<file path="src/rtl/tl_arbiter_rd.sv">
// Four-source read arbiter: pops one word from an upstream FIFO and pushes it downstream.
// Optional build macro TL_ARB_STRICT_PRIO_EN selects fixed priority (source 0 highest) instead of round-robin.
module tl_arbiter_rd #(
    parameter int unsigned DATA_W = 10,
    parameter int unsigned RD_LAT = 2
) (
    input  logic              clk,
    input  logic              reset,
    input  logic [3:0]        src_empty,
    input  logic [DATA_W-1:0] src_data0,
    input  logic [DATA_W-1:0] src_data1,
    input  logic [DATA_W-1:0] src_data2,
    input  logic [DATA_W-1:0] src_data3,
    output logic [3:0]        src_pop,
    input  logic              dst_almost_full,
    output logic              dst_push,
    output logic [DATA_W-1:0] dst_data,
    output logic              busy
);

    localparam logic [1:0] ST_IDLE = 2'd0;
    localparam logic [1:0] ST_POP  = 2'd1;
    localparam logic [1:0] ST_WAIT = 2'd2;
    localparam logic [1:0] ST_CAP  = 2'd3;

    localparam logic [2:0] LAT_M1  = 3'(RD_LAT - 1);
    localparam bit         LAT_ONE = (RD_LAT == 1);

    logic [1:0]        state;
    logic [1:0]        winner;
    logic [1:0]        rr_ptr;
    logic [2:0]        cnt;
    logic              grant_valid;
    logic [1:0]        grant_idx;
    logic [1:0]        search_idx;
    logic [DATA_W-1:0] sel_data;

    // Search starts at the pointer and wraps 3->0; first non-empty source wins.
    always_comb begin
        grant_valid = 1'b0;
        grant_idx   = '0;
        search_idx  = '0;
        for (int unsigned i = 0; i < 4; i++) begin
            search_idx = rr_ptr + 2'(i);
            if (!grant_valid && !src_empty[search_idx]) begin
                grant_valid = 1'b1;
                grant_idx   = search_idx;
            end
        end
    end

    always_comb begin
        sel_data = src_data0;
        case (winner)
            2'd0:    sel_data = src_data0;
            2'd1:    sel_data = src_data1;
            2'd2:    sel_data = src_data2;
            default: sel_data = src_data3;
        endcase
    end

    always_ff @(posedge clk or negedge reset) begin
        if (!reset) begin
            state    <= ST_IDLE;
            winner   <= '0;
            cnt      <= '0;
            src_pop  <= '0;
            dst_push <= 1'b0;
            dst_data <= '0;
        end else begin
            src_pop  <= '0;
            dst_push <= 1'b0;
            case (state)
                ST_IDLE: begin
                    if (!dst_almost_full && grant_valid) begin
                        winner  <= grant_idx;
                        src_pop <= 4'b0001 << grant_idx;
                        state   <= ST_POP;
                    end
                end
                ST_POP: begin
                    cnt   <= LAT_M1;
                    state <= LAT_ONE ? ST_CAP : ST_WAIT;
                end
                ST_WAIT: begin
                    cnt <= cnt - 3'd1;
                    if (cnt == 3'd1)
                        state <= ST_CAP;
                end
                default: begin
                    dst_data <= sel_data;
                    dst_push <= 1'b1;
                    state    <= ST_IDLE;
                end
            endcase
        end
    end

`ifdef TL_ARB_STRICT_PRIO_EN
    assign rr_ptr = '0;
`else
    always_ff @(posedge clk or negedge reset) begin
        if (!reset)
            rr_ptr <= '0;
        else if (state == ST_CAP)
            rr_ptr <= winner + 2'd1;
    end
`endif

    assign busy = (state != ST_IDLE);

    a_pop_onehot0: assert property (@(posedge clk) disable iff (!reset) $onehot0(src_pop));
    a_push_in_idle: assert property (@(posedge clk) disable iff (!reset) dst_push |-> (state == ST_IDLE));

endmodule

</file>
<file path="config.mk">
export PLATFORM = sky130hd
export DESIGN_NAME = tl_arbiter_rd
export DESIGN_NICKNAME = d
export VERILOG_FILES = /design/src/rtl/tl_arbiter_rd.sv
export SDC_FILE = /design/constraint.sdc
export NUM_CORES = 1
export LEC_CHECK = 0
export CAP_MARGIN = 20
export CORE_MARGIN = 2
export CORE_UTILIZATION = 40
export DETAILED_ROUTE_END_ITERATION = 8
export PLACE_DENSITY = 0.78
export REMOVE_ABC_BUFFERS = 1
export SLEW_MARGIN = 10
export SYNTH_ARGS = -nofsm -noshare
export SYNTH_HDL_FRONTEND = slang
export SYNTH_SLANG_ARGS = --single-unit
</file>
<file path="constraint.sdc">
create_clock -name clk -period 1.9 [get_ports clk]
set_clock_uncertainty 0.1 [all_clocks]
set_input_delay 0.19 -clock clk [delete_from_list [all_inputs] [get_ports clk]]
set_output_delay 0.19 -clock clk [all_outputs]
set_load 0.02 [all_outputs]
</file>
==> results of run 1 <==
## placed cells by master (no fill, tap or decap), drive strengths merged
cell	netlist	final
nand3b	2	2
nor2	2	2
a211oi	1	1
clkbuf	3	3
buf	3	1
a222oi	10	10
clkdlybuf4s50	0	61
o21a	2	2
o21ai	17	17
o22ai	1	1
dlygate4sd2	0	1
a221o	1	1
a21oi	2	2
nand2	16	16
inv	8	8
a41oi	1	1
mux2	12	12
o22a	1	1
ha	10	10
nand3	1	1
nor3b	3	3
and3b	1	1
nor3	1	1
nor2b	2	2
dfrtp	24	24
## sequential cells by signal, summed over array words and instances, names as in the netlist
name,cells
rr_ptr,2
dst_push,1
cnt,3
state,2
winner,2
src_pop,4
dst_data,10
## synth_stat cells
cell type | instances | share of area (%)
sky130_fd_sc_hd__dfrtp_1 | 24 | 45
sky130_fd_sc_hd__nand2_1 | 16 | 4.5
sky130_fd_sc_hd__o21ai_1 | 13 | 4.9
sky130_fd_sc_hd__a222oi_1 | 10 | 7.5
sky130_fd_sc_hd__ha_1 | 10 | 9.4
sky130_fd_sc_hd__mux2_2 | 10 | 8.5
sky130_fd_sc_hd__inv_1 | 8 | 2.3
sky130_fd_sc_hd__o21ai_0 | 4 | 1.5
sky130_fd_sc_hd__clkbuf_1 | 3 | 0.85
sky130_fd_sc_hd__a21oi_1 | 2 | 0.75
sky130_fd_sc_hd__buf_2 | 2 | 0.75
sky130_fd_sc_hd__mux2_1 | 2 | 1.7
sky130_fd_sc_hd__nand3b_1 | 2 | 1.1
sky130_fd_sc_hd__nor2_1 | 2 | 0.57
sky130_fd_sc_hd__nor2b_1 | 2 | 0.94
sky130_fd_sc_hd__nor3b_1 | 2 | 1.1
sky130_fd_sc_hd__o21a_1 | 2 | 1.1
sky130_fd_sc_hd__a211oi_1 | 1 | 0.57
sky130_fd_sc_hd__a221o_2 | 1 | 0.85
sky130_fd_sc_hd__a41oi_1 | 1 | 0.66
sky130_fd_sc_hd__and3b_1 | 1 | 0.66
sky130_fd_sc_hd__buf_6 | 1 | 0.85
sky130_fd_sc_hd__nand3_1 | 1 | 0.38
sky130_fd_sc_hd__nor3_2 | 1 | 0.75
sky130_fd_sc_hd__nor3b_2 | 1 | 0.94
sky130_fd_sc_hd__o22a_1 | 1 | 0.66
sky130_fd_sc_hd__o22ai_2 | 1 | 0.94
## report_power, final
part | total [mW] | switching [mW] | internal (mW)
clock network | 0.225 | 0.151 | 0.0741
registers | 0.883 | 0.160 | 0.723
logic | 1.58 | 0.777 | 0.799
total | 2.68 | 1.09 | 1.60
## through the flow
| stage | std cells | total power, mW | util (%) | area, um2 |
|---|---|---|---|---|
| 2_1_floorplan | 118 | 1.87 | - | 1300 |
| 3_3_place_gp | 225 | 2.42 | 63.8 | 1980 |
| 3_5_place_dp | 225 | 2.48 | 63.8 | 1980 |
| 4_1_cts | 228 | 2.69 | 64.5 | 2000 |
| 5_1_grt | 228 | 2.90 | 64.6 | 2000 |
| 6_report | 228 | 2.68 | 64.6 | 2000 |
## cell type report
| class | count | share of cell area, % |
|---|---|---|
| Multi-Input combinational cell | 86 | 33.4 |
| Timing Repair Buffer | 63 | 31.3 |
| Sequential cell | 24 | 30.0 |
| Tap cell | 44 | 2.75 |
| Inverter | 8 | 1.50 |
| Clock buffer | 3 | 1.12 |
## repair_timing
item | CTS | global route
pin swaps | 0 | 1
hold buffers | 0 | 0
resized for setup | 1 | 1
endpoints found under the setup margin | 1 | 6
## worst max-delay path: stages, from the launching register on
cell and delay (ns):
sky130_fd_sc_hd__dfrtp_1 0.44, sky130_fd_sc_hd__inv_1 0.09, sky130_fd_sc_hd__ha_1 0.34, sky130_fd_sc_hd__a222oi_1 0.39
sky130_fd_sc_hd__o21ai_1 0.09, sky130_fd_sc_hd__mux2_2 0.28
## metal layers
layer / GRT usage [%] / share of wire (%) / up-vias
li1: - / - / 578
met1: 22.1 / 41 / 550
met2: 31.3 / 49 / 47
met3: 3.15 / 9.0 / 2
met4: 5.78 / 0.51 / 0
met5: 0 / 0 / -
## cells by family after synthesis
kind of cell | Yosys count
buffers and inverters | 14
multiplexers | 12
AND/OR/NAND/NOR | 28
flip-flops | 24
AO/OA/AOI/OAI | 36
adder cells (fa/ha/maj) | 10
## worst paths after layout
kind	endpoint	cells past startpoint
worst max register to register	dst_data[8]	5
min in group clk	dst_data[9]	1
max in group asynchronous	rr_ptr[0]	2
worst max-delay path	dst_data[8]	5
worst min register to register	dst_data[9]	1
worst min-delay path	dst_data[0]	2
==> tab_implementation.tex, run 1 <==
\begin{tabular}{lr}
\hline
Metric & Value \\
\hline
\multicolumn{2}{l}{\textbf{Global routing}} \\
\quad Number of antenna violations at the first check in global routing & 0 \\
\quad Pin count of the biggest net entering global routing & 25 \\
\quad First-pass GRT wire length & 4.97 mm \\
\quad Global Route Usage Sum & 17.8\% \\
\quad Via count of the first global-routing pass & 1176 \\
\quad Total global routing overflow & 0 \\
\multicolumn{2}{l}{\textbf{Timing}} \\
\quad Final hold violations & 0 \\
\quad Final slew viol count & 0 \\
\quad Maximum clock frequency & 546 MHz \\
\quad Final worst slack & 0.0698 ns \\
\quad Period utilization & 96.3\% \\
\quad Setup repair after global routing missed its margin & yes \\
\quad Final setup viols & 0 \\
\quad Final hold slack & 0.116 ns \\
\quad Setup Total Neg Slack & 0 ns \\
\quad Time the final worst path needs with I/O delays and setup & 1.83 ns \\
\quad Max transition margin & 56.8\% \\
\quad Transition time at the pin with the least slew margin & 0.648 ns \\
\multicolumn{2}{l}{\textbf{Hold path}} \\
\quad Path class of the lowest-slack min-delay path & primary input to asynchronous set/reset pin \\
\multicolumn{2}{l}{\textbf{Yosys}} \\
\quad Multiplexer fraction of the synthesized cell area & 10.2\% \\
\quad Number of synthesized register bits & 24 \\
\quad Count of different cell masters after synthesis & 27 \\
\quad Fraction of the yosys area taken by sequential cells & 45.2\% \\
\quad Gate count of the mapped netlist & 124 \\
\quad Synthesized-area fraction occupied by adder cells & 9.42\% \\
\quad Synth Area in Compound Gates & 19.5\% \\
\quad Basic-gate share of the synthesized area counting and, or, nand and nor cells & 11.0\% \\
\quad Yosys synthesis warning count & 0 \\
\quad Synthesized area per cell & 10.7 um2 \\
\quad Cell area after synthesis & 0.00133 mm2 \\
\quad Combinational family with the most area after synthesis & compound AO/OA/AOI/OAI gates \\
\quad Fraction of synthesized cell area in xor and xnor cells & 0\% \\
\multicolumn{2}{l}{\textbf{Drt}} \\
\quad Post-detailed-route DRC marker count & 0 \\
\quad Drt first pass iters & 4 \\
\quad Routed via count divided by cell count & 5.16 \\
\quad Routed wire per std cell & 14.6 um \\
\quad Wire length reported by the detailed router & 3.34 mm \\
\quad DRC marker count from the first detailed-route iteration & 46 \\
\quad Remaining number of nets flagged by the antenna check after routing & 0 \\
\quad Total number of vias & 1177 \\
\multicolumn{2}{l}{\textbf{Die}} \\
\quad Boundary Pins & 63 \\
\quad Width of the die & 61.6 um \\
\quad Standard cell core area & 0.00310 mm2 \\
\quad Row count & 20 \\
\quad Effective utilization at floorplan & 42.8\% \\
\quad Die Height & 61.6 um \\
\quad Die outline area & 0.00380 mm2 \\
\multicolumn{2}{l}{\textbf{Critical path}} \\
\quad Critical path endpoint category & register \\
\quad Startpoint of the lowest-slack register-to-register path & winner[0] \\
\quad Required time of the critical path & 2.01 ns \\
\quad Critical Setup Path Class & register to register \\
\quad Maximum fanout along the worst path & 10 \\
\quad Crit path from & winner[0] \\
\quad Data arrival, critical path & 1.94 ns \\
\quad Worst setup slack for register-to-register paths & 0.07 ns \\
\quad Kind of start point of the critical path & register \\
\multicolumn{2}{l}{\textbf{Cells and area}} \\
\quad Number of nets in the final layout & 243 \\
\quad Share of cells above drive strength 1 & 10.3\% \\
\quad Area added between synthesis and finish & 50.8\% \\
\quad Multi-input gate area in the final layout & 668 um2 \\
\quad Count of filler cells inserted in the layout & 279 \\
\quad Storage cell area & 601 um2 \\
\quad ANT cells & 0 \\
\multicolumn{2}{l}{\textbf{Clocking}} \\
\quad Clock root buffer & sky130\_fd\_sc\_hd\_\_clkbuf\_4 \\
\quad Skew-Pair Late Insertion Delay & 0.31 ns \\
\quad Worst-case clock buffer depth & 2 \\
\quad Clock buffers created by TritonCTS & 3 \\
\quad Register clock-pin slew on the reported worst setup and hold paths & 0.13 ns \\
\quad Postcts setup bufs & 0 \\
\quad TritonCTS clock tree & done \\
\quad Number of clock sinks & 24 \\
\quad Level count of the clock H-tree & 1 \\
\multicolumn{2}{l}{\textbf{Place}} \\
\quad Count of input and output buffers & 62 \\
\quad Worst Setup Slack post-DPL & 0.0940 ns \\
\quad Sum of net half-perimeters after detailed placement & 2.59 mm \\
\quad GPL Wtd Cong & 0.823 \\
\multicolumn{2}{l}{\textbf{Run}} \\
\quad Max-capacitance violation count & 0 \\
\multicolumn{2}{l}{\textbf{Status}} \\
\quad Outcome & complete, no violations \\
\multicolumn{2}{l}{\textbf{Power}} \\
\quad Worst vdd ir & 0.000723 V \\
\quad Pwr per Cell Area & 1340 mW/mm2 \\
\quad Leakage dissipation & 0.835 nW \\
\hline
\end{tabular}
No activity file was read; power rests on OpenSTA's default activity.
==> run 2, diff against run 1 <==
--- a/config.mk
+++ b/config.mk
@@ -9,7 +9,7 @@
 export CORE_MARGIN = 2
 export CORE_UTILIZATION = 40
 export DETAILED_ROUTE_END_ITERATION = 8
-export PLACE_DENSITY = 0.78
+export PLACE_DENSITY = 0.79
 export REMOVE_ABC_BUFFERS = 1
 export SLEW_MARGIN = 10
 export SYNTH_ARGS = -nofsm -noshare
==> run 2 against run 1 <==
Maximum frequency is 1.4% higher. Largest cell class unchanged. Core utilization is 0.93 points higher. First-iteration DRC count is 89% higher. Final area is 1.4% higher. Flip-flop and latch count stayed put. Clock-buffer cell count is 1 higher. Critical path depth stayed put. Sequential share of layout area is 0.42 points lower. Via count is 1.9% higher. Wire length is 0.90% higher. Worst hold slack worse by 0.0054 ns. Global-route usage is 0.53 points lower.
==> tab_implementation.tex, run 2 (synthesized netlist as in run 1, its figures left out) <==
\begin{tabular}{lr}
\hline
Metric & Value \\
\hline
\multicolumn{2}{l}{\textbf{Drt}} \\
\quad Total number of vias & 1199 (was 1177) \\
\quad DRC marker count from the first detailed-route iteration & 87 (was 46) \\
\quad Wire length reported by the detailed router & 3.37 mm (was 3.34 mm) \\
\quad Remaining number of nets flagged by the antenna check after routing & 0 (unchanged) \\
\quad Routed wire per std cell & 14.7 um (was 14.6 um) \\
\quad Routed via count divided by cell count & 5.24 (was 5.16) \\
\quad Post-detailed-route DRC marker count & 0 (unchanged) \\
\quad Drt first pass iters & 4 (unchanged) \\
\multicolumn{2}{l}{\textbf{Place}} \\
\quad Sum of net half-perimeters after detailed placement & 2.60 mm (was 2.59 mm) \\
\quad Placed Instances & 225 (unchanged) \\
\quad Count of input and output buffers & 62 (unchanged) \\
\quad Worst Setup Slack post-DPL & 0.0406 ns (was 0.0940 ns) \\
\quad GPL Wtd Cong & 0.772 (was 0.823) \\
\quad Placement-stage cell area & 0.00198 mm2 (unchanged) \\
\multicolumn{2}{l}{\textbf{Status}} \\
\quad Outcome & complete, no violations (unchanged) \\
\multicolumn{2}{l}{\textbf{Die}} \\
\quad Die Height & 61.6 um (unchanged) \\
\quad Width of the die & 61.6 um (unchanged) \\
\quad Die outline area & 0.00380 mm2 (unchanged) \\
\quad Boundary Pins & 63 (unchanged) \\
\quad Row count & 20 (unchanged) \\
\quad Effective utilization at floorplan & 42.8\% (unchanged) \\
\quad Standard cell core area & 0.00310 mm2 (unchanged) \\
\multicolumn{2}{l}{\textbf{Timing}} \\
\quad Setup repair after global routing missed its margin & no (was yes) \\
\quad Time the final worst path needs with I/O delays and setup & 1.81 ns (was 1.83 ns) \\
\quad Maximum clock frequency & 554 MHz (was 546 MHz) \\
\quad Final worst slack & 0.0944 ns (was 0.0698 ns) \\
\quad Setup Total Neg Slack & 0 ns (unchanged) \\
\quad Period utilization & 95.0\% (was 96.3\%) \\
\quad Final slew viol count & 0 (unchanged) \\
\quad Transition time at the pin with the least slew margin & 0.641 ns (was 0.648 ns) \\
\quad Final setup viols & 0 (unchanged) \\
\quad Final hold slack & 0.111 ns (was 0.116 ns) \\
\quad Max transition margin & 57.3\% (was 56.8\%) \\
\quad Final hold violations & 0 (unchanged) \\
\multicolumn{2}{l}{\textbf{Cells and area}} \\
\quad Util after Layout & 65.5\% (was 64.6\%) \\
\quad Number of flip-flops in the largest register & 10 (unchanged) \\
\quad Number of nets in the final layout & 243 (unchanged) \\
\quad ANT cells & 0 (unchanged) \\
\quad Area added between synthesis and finish & 52.9\% (was 50.8\%) \\
\quad Register with the most flip-flops & dst\_data (unchanged) \\
\quad Top flop regs & dst\_data (10), src\_pop (4), cnt (3) (unchanged) \\
\quad Highest-count cells in the layout ignoring fill and taps & sky130\_fd\_sc\_hd\_\_clkdlybuf4s50\_1 (61), sky130\_fd\_sc\_hd\_\_dfrtp\_1 (24), sky130\_fd\_sc\_hd\_\_nand2\_1 (16) (unchanged) \\
\quad Final non-filler cell total & 229 (was 228) \\
\quad Final instance area & 0.00203 mm2 (was 0.00200 mm2) \\
\quad Most common library cell in the layout ignoring fill and taps & sky130\_fd\_sc\_hd\_\_clkdlybuf4s50\_1 (unchanged) \\
\quad Share of cells above drive strength 1 & 11.9\% (was 10.3\%) \\
\multicolumn{2}{l}{\textbf{Power}} \\
\quad Total chip power & 2.76 mW (was 2.68 mW) \\
\quad Worst vdd ir & 0.000820 V (was 0.000723 V) \\
\quad Pint & 1.66 mW (was 1.60 mW) \\
\quad Combinational share of power & 58.5\% (was 58.7\%) \\
\quad Pwr per Cell Area & 1360 mW/mm2 (was 1340 mW/mm2) \\
\quad Switch share & 40.1\% (was 40.5\%) \\
\quad Sequential share of power & 31.9\% (was 32.9\%) \\
\quad Leakage dissipation & 0.841 nW (was 0.835 nW) \\
\quad Part of the power in the clock network & 9.6\% (was 8.4\%) \\
\quad Power dissipated by switching net loads & 1.11 mW (was 1.09 mW) \\
\multicolumn{2}{l}{\textbf{Critical path}} \\
\quad Critical-path cell list & inv\_1 -> ha\_2 -> a222oi\_1 -> o21ai\_1 -> mux2\_2 (was inv\_1 -> ha\_1 -> a222oi\_1 -> o21ai\_1 -> mux2\_2) \\
\quad Critical Setup Path Class & register to register (unchanged) \\
\quad Maximum fanout along the worst path & 10 (unchanged) \\
\quad Required time of the critical path & 2.01 ns (about the same) \\
\quad Cell type group with the largest total delay on the critical path & compound AO/OA/AOI/OAI gates (unchanged) \\
\quad Delay of the slowest cell on the worst path & 0.44 ns (about the same) \\
\quad Kind of start point of the critical path & register (unchanged) \\
\quad Critical path endpoint category & register (unchanged) \\
\quad Data arrival, critical path & 1.91 ns (was 1.94 ns) \\
\quad Buffers \& Inverters on Critical Path & 1 (unchanged) \\
\quad Slowest library cell on the worst path & sky130\_fd\_sc\_hd\_\_dfrtp\_1 (unchanged) \\
\multicolumn{2}{l}{\textbf{Global routing}} \\
\quad First-pass GRT wire length & 4.82 mm (was 4.97 mm) \\
\quad Pin count of the biggest net entering global routing & 25 (unchanged) \\
\quad Global Route Usage Sum & 17.3\% (was 17.8\%) \\
\quad Total global routing overflow & 0 (unchanged) \\
\quad Via count of the first global-routing pass & 1141 (was 1176) \\
\quad Number of antenna violations at the first check in global routing & 0 (unchanged) \\
\multicolumn{2}{l}{\textbf{Clocking}} \\
\quad Clock buffers created by TritonCTS & 3 (unchanged) \\
\quad Skew-Pair Late Insertion Delay & 0.31 ns (about the same) \\
\quad Worst-case clock buffer depth & 2 (unchanged) \\
\quad TritonCTS clock tree & done (unchanged) \\
\quad Number of clock sinks & 24 (unchanged) \\
\quad Register clock-pin slew on the reported worst setup and hold paths & 0.13 ns (about the same) \\
\quad Clock root buffer & sky130\_fd\_sc\_hd\_\_clkbuf\_4 (unchanged) \\
\quad Level count of the clock H-tree & 1 (unchanged) \\
\multicolumn{2}{l}{\textbf{Hold path}} \\
\quad Path class of the lowest-slack min-delay path & primary input to asynchronous set/reset pin (unchanged) \\
\multicolumn{2}{l}{\textbf{Run}} \\
\quad Max-capacitance violation count & 0 (unchanged) \\
\hline
\end{tabular}
-- run 2: cell types whose count changed in the layout (fill, tap and decap cells not counted), sizes merged --
cell and change:
clkbuf +1
-- run 2: power by group through the flow --
stage	Sequential [mW]	Clock [mW]	Combinational, mW
finish	0.882	0.266	1.62
floorplan	1.01	0	0.862
detailed placement	0.887	0	1.60
CTS	0.876	0.274	1.60
global route	0.904	0.291	1.76
global placement	0.868	0	1.55
-- run 2: final cells by class --
type,count,area (um2)
Inverter,8,30.0
Multi-Input combinational cell,86,683
Clock buffer,4,36.3
Fill cell,281,1070
Sequential cell,24,601
Tap cell,44,55.1
Timing Repair Buffer,63,627
-- run 2: repair_timing --
item                       4_1_cts  5_1_grt
resized for setup                1        4
buffers inserted                 0        0
pin swaps                        0        1
hold buffers                     0        0
hold endpoints to repair         0        0
setup endpoints to repair        1        8
-- run 2: final timing paths --
path	from	to	slack [ns]	depth (start not counted)
max	winner[0]	dst_data[8]	0.09	5
min	reset	src_pop[2]	0.11	2
max reg2reg	winner[0]	dst_data[8]	0.09	5
min reg2reg	dst_data[4]	dst_data[4]	0.42	1
max in group asynchronous	reset	dst_data[4]	1.36	2
min in group clk	dst_data[4]	dst_data[4]	0.42	1
-- run 2: worst register-to-register path, delay by kind of cell, from the launching register on --
| family | cells | cell delay, ns |
|---|---|---|
| AO/OA/AOI/OAI | 2 | 0.49 |
| adder cells (fa/ha/maj) | 1 | 0.27 |
| buffers and inverters | 1 | 0.12 |
| flip-flops | 1 | 0.44 |
| multiplexers | 1 | 0.29 |
-- run 2: metal layers --
metal | global-route usage, % | vias to the layer above | part of all wire, %
met5 | 0 | - | 0
met4 | 6.38 | 0 | 0.80
met3 | 3.78 | 2 | 11
met2 | 31.7 | 58 | 45
met1 | 19.4 | 558 | 44
li1 | - | 581 | -
==> patch 1: new RTL, settings of run 1 <==
Build with the macro `TL_ARB_STRICT_PRIO_EN` defined.
--- a/src/rtl/tl_arbiter_rd.sv
+++ b/src/rtl/tl_arbiter_rd.sv
@@ -1,4 +1,6 @@
 // Four-source read arbiter: pops one word from an upstream FIFO and pushes it downstream.
 // Optional build macro TL_ARB_STRICT_PRIO_EN selects fixed priority (source 0 highest) instead of round-robin.
+`define TL_ARB_STRICT_PRIO_EN
+
 module tl_arbiter_rd #(
     parameter int unsigned DATA_W = 10,
Function: changed (a bounded check fails within 10 cycles, from zero or initial values and one cycle with reset low).
==> patch 1 against run 1 <==
- synthesized cell count shrank 29%
- design area decreased by 3.7%
- worst setup slack improved by 0.11 ns
- first-iteration DRC count down 72%
- wire length shrank 8.6%
- non-clock buffer count rose by 2
- total power down 1.0%
- area after synthesis decreased by 8.3%
- register-to-register slack improved by 0.20 ns
- clock power increased by 12%
- global-route usage is 0.82 points higher
- sequential cell count fell by 2
==> patch 1: results <==
[synthesis]
synthAdderAreaFrac = 0.0513
synth-seq-area-share = 0.452
synth_cell_types = 23
synth_compound_area_frac = 0.0626
synthCells = 88
synthArstFlopShare = 1.00
synthMuxAreaShare = 0.324
synth_common_cells = 22 x dfrtp_1, 9 x mux2_4, 9 x mux4_2
synthTopCellsByArea = dfrtp_1 45%, mux4_2 17%, mux2_4 11%

[placed_design]
hpwl_um = 2470
post-place-ws_ns = 0.271
dpl.cell_count = 183
gp_congestion = 0.754
placed_cell_area_um2 = 1890

[detailed_routing]
vias = 1000
drt_iter0_markers = 13
met1Wirelength_um = 1200
detail_route.wirelength_um = 3050
maxUsedRoutingLayer = met4
viasPerCell = 5.35
met3_length_um = 281
met2_length_um = 1570

[global_route]
grt_pass1_vias = 1073
grt_max_degree = 23
track_usage = 0.186
grt_pass1_wl_um = 4860
grtUsageMet3 = 0.0415
globalRouteMet1Util = 0.210
globalRouteMet2Util = 0.349

[final_layout]
final_nets = 207
final_layout_size_suffix_gt1_frac = 0.169

[critical_path]
crit_start = state[1]$_DFFE_PN0P_
cp_max_fo = 6
r2r_end = src_pop[3]$_DFF_PN0_
crit_end = busy
cp_data_arrival_time_ns = 1.43

[pwr]
power.total_w = 0.00266
ir_worst_vdd_mv = 0.670
switchingPower_w = 0.000954
clockPowerShare = 0.094
p_seq_w = 0.000809
p_leak_nw = 0.828

[clock_network]
cts-buffers-inserted = 3
clkTransAtPathRegs_ns = 0.11

[timing]
finalCritPeriodShare = 0.906
holdWs_ns = 0.117
worstMarginPinSlew_ns = 0.489

[run_status]
outcome = completed
## patch 1: kinds of logic (layout without fill, tap and decap cells)
| family | Yosys count | in the layout |
|---|---|---|
| DFF | 22 | 22 |
| muxes | 22 | 22 |
| buffers and inverters | 10 | 76 |
| adders and majority gates | 5 | 5 |
| AOI/OAI and AO/OA | 12 | 12 |
| and+or+nand+nor | 17 | 17 |
## patch 1: layout make-up
type	count	area, um2
clock buffers	4	36.3
fillers	235	1050
inverters	7	26.3
multi-input cells	56	621
flip-flops and latches	22	551
well taps	33	41.3
repair buffers	65	654
## patch 1: worst max-delay path, stage by stage (launching register included)
cell and delay [ns]:
dfrtp_1 0.42, inv_1 0.09, ha_1 0.25, inv_1 0.06, dlygate4sd2_1 0.32
## patch 1: repair_timing
action | CTS | global route
hold buffers | 0 | 0
endpoints found under the hold margin | 0 | 0
resized for setup | 1 | 0
endpoints found under the setup margin | 1 | 0
==> patch 2: new RTL, flow settings as in run 1 <==
Made on the original files. Reset style: synchronous (`reset`), changed in 2 clocked blocks.
--- a/src/rtl/tl_arbiter_rd.sv
+++ b/src/rtl/tl_arbiter_rd.sv
@@ -60,5 +60,5 @@
     end
 
-    always_ff @(posedge clk or negedge reset) begin
+    always_ff @(posedge clk) begin
         if (!reset) begin
             state    <= ST_IDLE;
@@ -100,5 +100,5 @@
     assign rr_ptr = '0;
 `else
-    always_ff @(posedge clk or negedge reset) begin
+    always_ff @(posedge clk) begin
         if (!reset)
             rr_ptr <= '0;
Check against the original RTL: differs if reset is asserted again (counterexample within 4 cycles, from zero or initial values and one cycle with reset low); with reset held inactive, the same outputs for 10 cycles.
==> patch 2 against run 1 <==
- design area is 1.6% higher
- worst setup slack better by 0.18 ns
- wire length increased by 2.6%
- global-route usage fell by 0.62 points
- hold slack gained 0.32 ns
- area after synthesis grew 0.85%
- sequential cell count is the same
Power is not compared: it rests on default switching activity, and its combinational part moved more than twofold at a synthesized area within 25%.
==> patch 2: results <==
[clock_network]
h-tree-depth = 1
post_cts_resized = 1
cts.sinks = 24
clkTransAtPathRegs_ns = 0.11

[synthesis]
synthMuxAreaShare = 0.0149
synthCells = 157
synth_compound_area_frac = 0.353
synth_top_flop_cell = dfxtp_1
synth-seq-area-share = 0.359
synthArstFlopShare = 0
synth_common_cells = 24 x dfxtp_1, 22 x a21oi_1, 16 x o21ai_0
synthAdderAreaFrac = 0.0934
synth_cell_types = 29

[global_route]
grtUsageMet3 = 0.0559
track_usage = 0.172
grt_pass1_wl_um = 4930
globalRouteMet2Util = 0.304
grt_max_degree = 22
grt_pass1_vias = 1184
globalRouteMet1Util = 0.196

[detailed_routing]
vias = 1354
detail_route.wirelength_um = 3430
met1Wirelength_um = 1420
met3_length_um = 476
met2_length_um = 1500
drt_iter0_markers = 75
wl_per_cell_um = 13.0

[critical_path]
cpPeakStageDelay_ns = 0.41
r2r_slack_ns = 0.29
cp_max_fo = 4
crit_family = buffers and inverters
cp_slowest_cell = dfxtp_1
crit_start = state[0]$_SDFFE_PN0P_
r2r_end = src_pop[1]$_SDFF_PP0_
cp_data_arrival_time_ns = 1.36

[final_layout]
inv_count = 11
clock_cell_area_share = 0.0111
multi_input_cells = 114
multi_input_area_um2 = 788
clkbuf_count = 3
fill_cells = 298
final_layout_size_suffix_gt1_frac = 0.0550
nNonClkBuffers = 66
buffer_area_frac = 0.317
seq-cell-share = 0.236

[placed_design]
post-place-ws_ns = 0.128
gp_congestion = 0.826
hpwl_um = 2750
dpl.cell_count = 261

[timing]
hold_viol = 0
holdWs_ns = 0.441
worstMarginPinSlew_ns = 0.416

[worst_hold_path]
hold_path_class = flop to flop

[run_status]
outcome = completed
## patch 2: cell count changes after synthesis, moves of 5 or more
| cell | before | now |
|---|---|---|
| a21oi_1 | 2 | 22 |
| a22oi_1 | 0 | 10 |
| dfrtp_1 | 24 | 0 |
| nand2_1 | 16 | 8 |
| clkbuf_1 | 3 | 8 |
| o21a_1 | 2 | 12 |
| a222oi_1 | 10 | 0 |
| o21ai_1 | 13 | 0 |
| dfxtp_1 | 0 | 24 |
| nor2b_1 | 2 | 13 |
| mux2_2 | 10 | 0 |
| o21ai_0 | 4 | 16 |
## patch 2: stage by stage
| step | utilization | area, um2 | power [W] |
|---|---|---|---|
| 5_1_grt | 0.620 | 2040 | 0.00167 |
| 4_1_cts | 0.621 | 2040 | 0.00156 |
| 6_report | 0.620 | 2040 | 0.00155 |
| 2_1_floorplan | - | 1310 | 0.00107 |
| 3_5_place_dp | 0.614 | 2020 | 0.00136 |
| 3_3_place_gp | 0.614 | 2020 | 0.00133 |
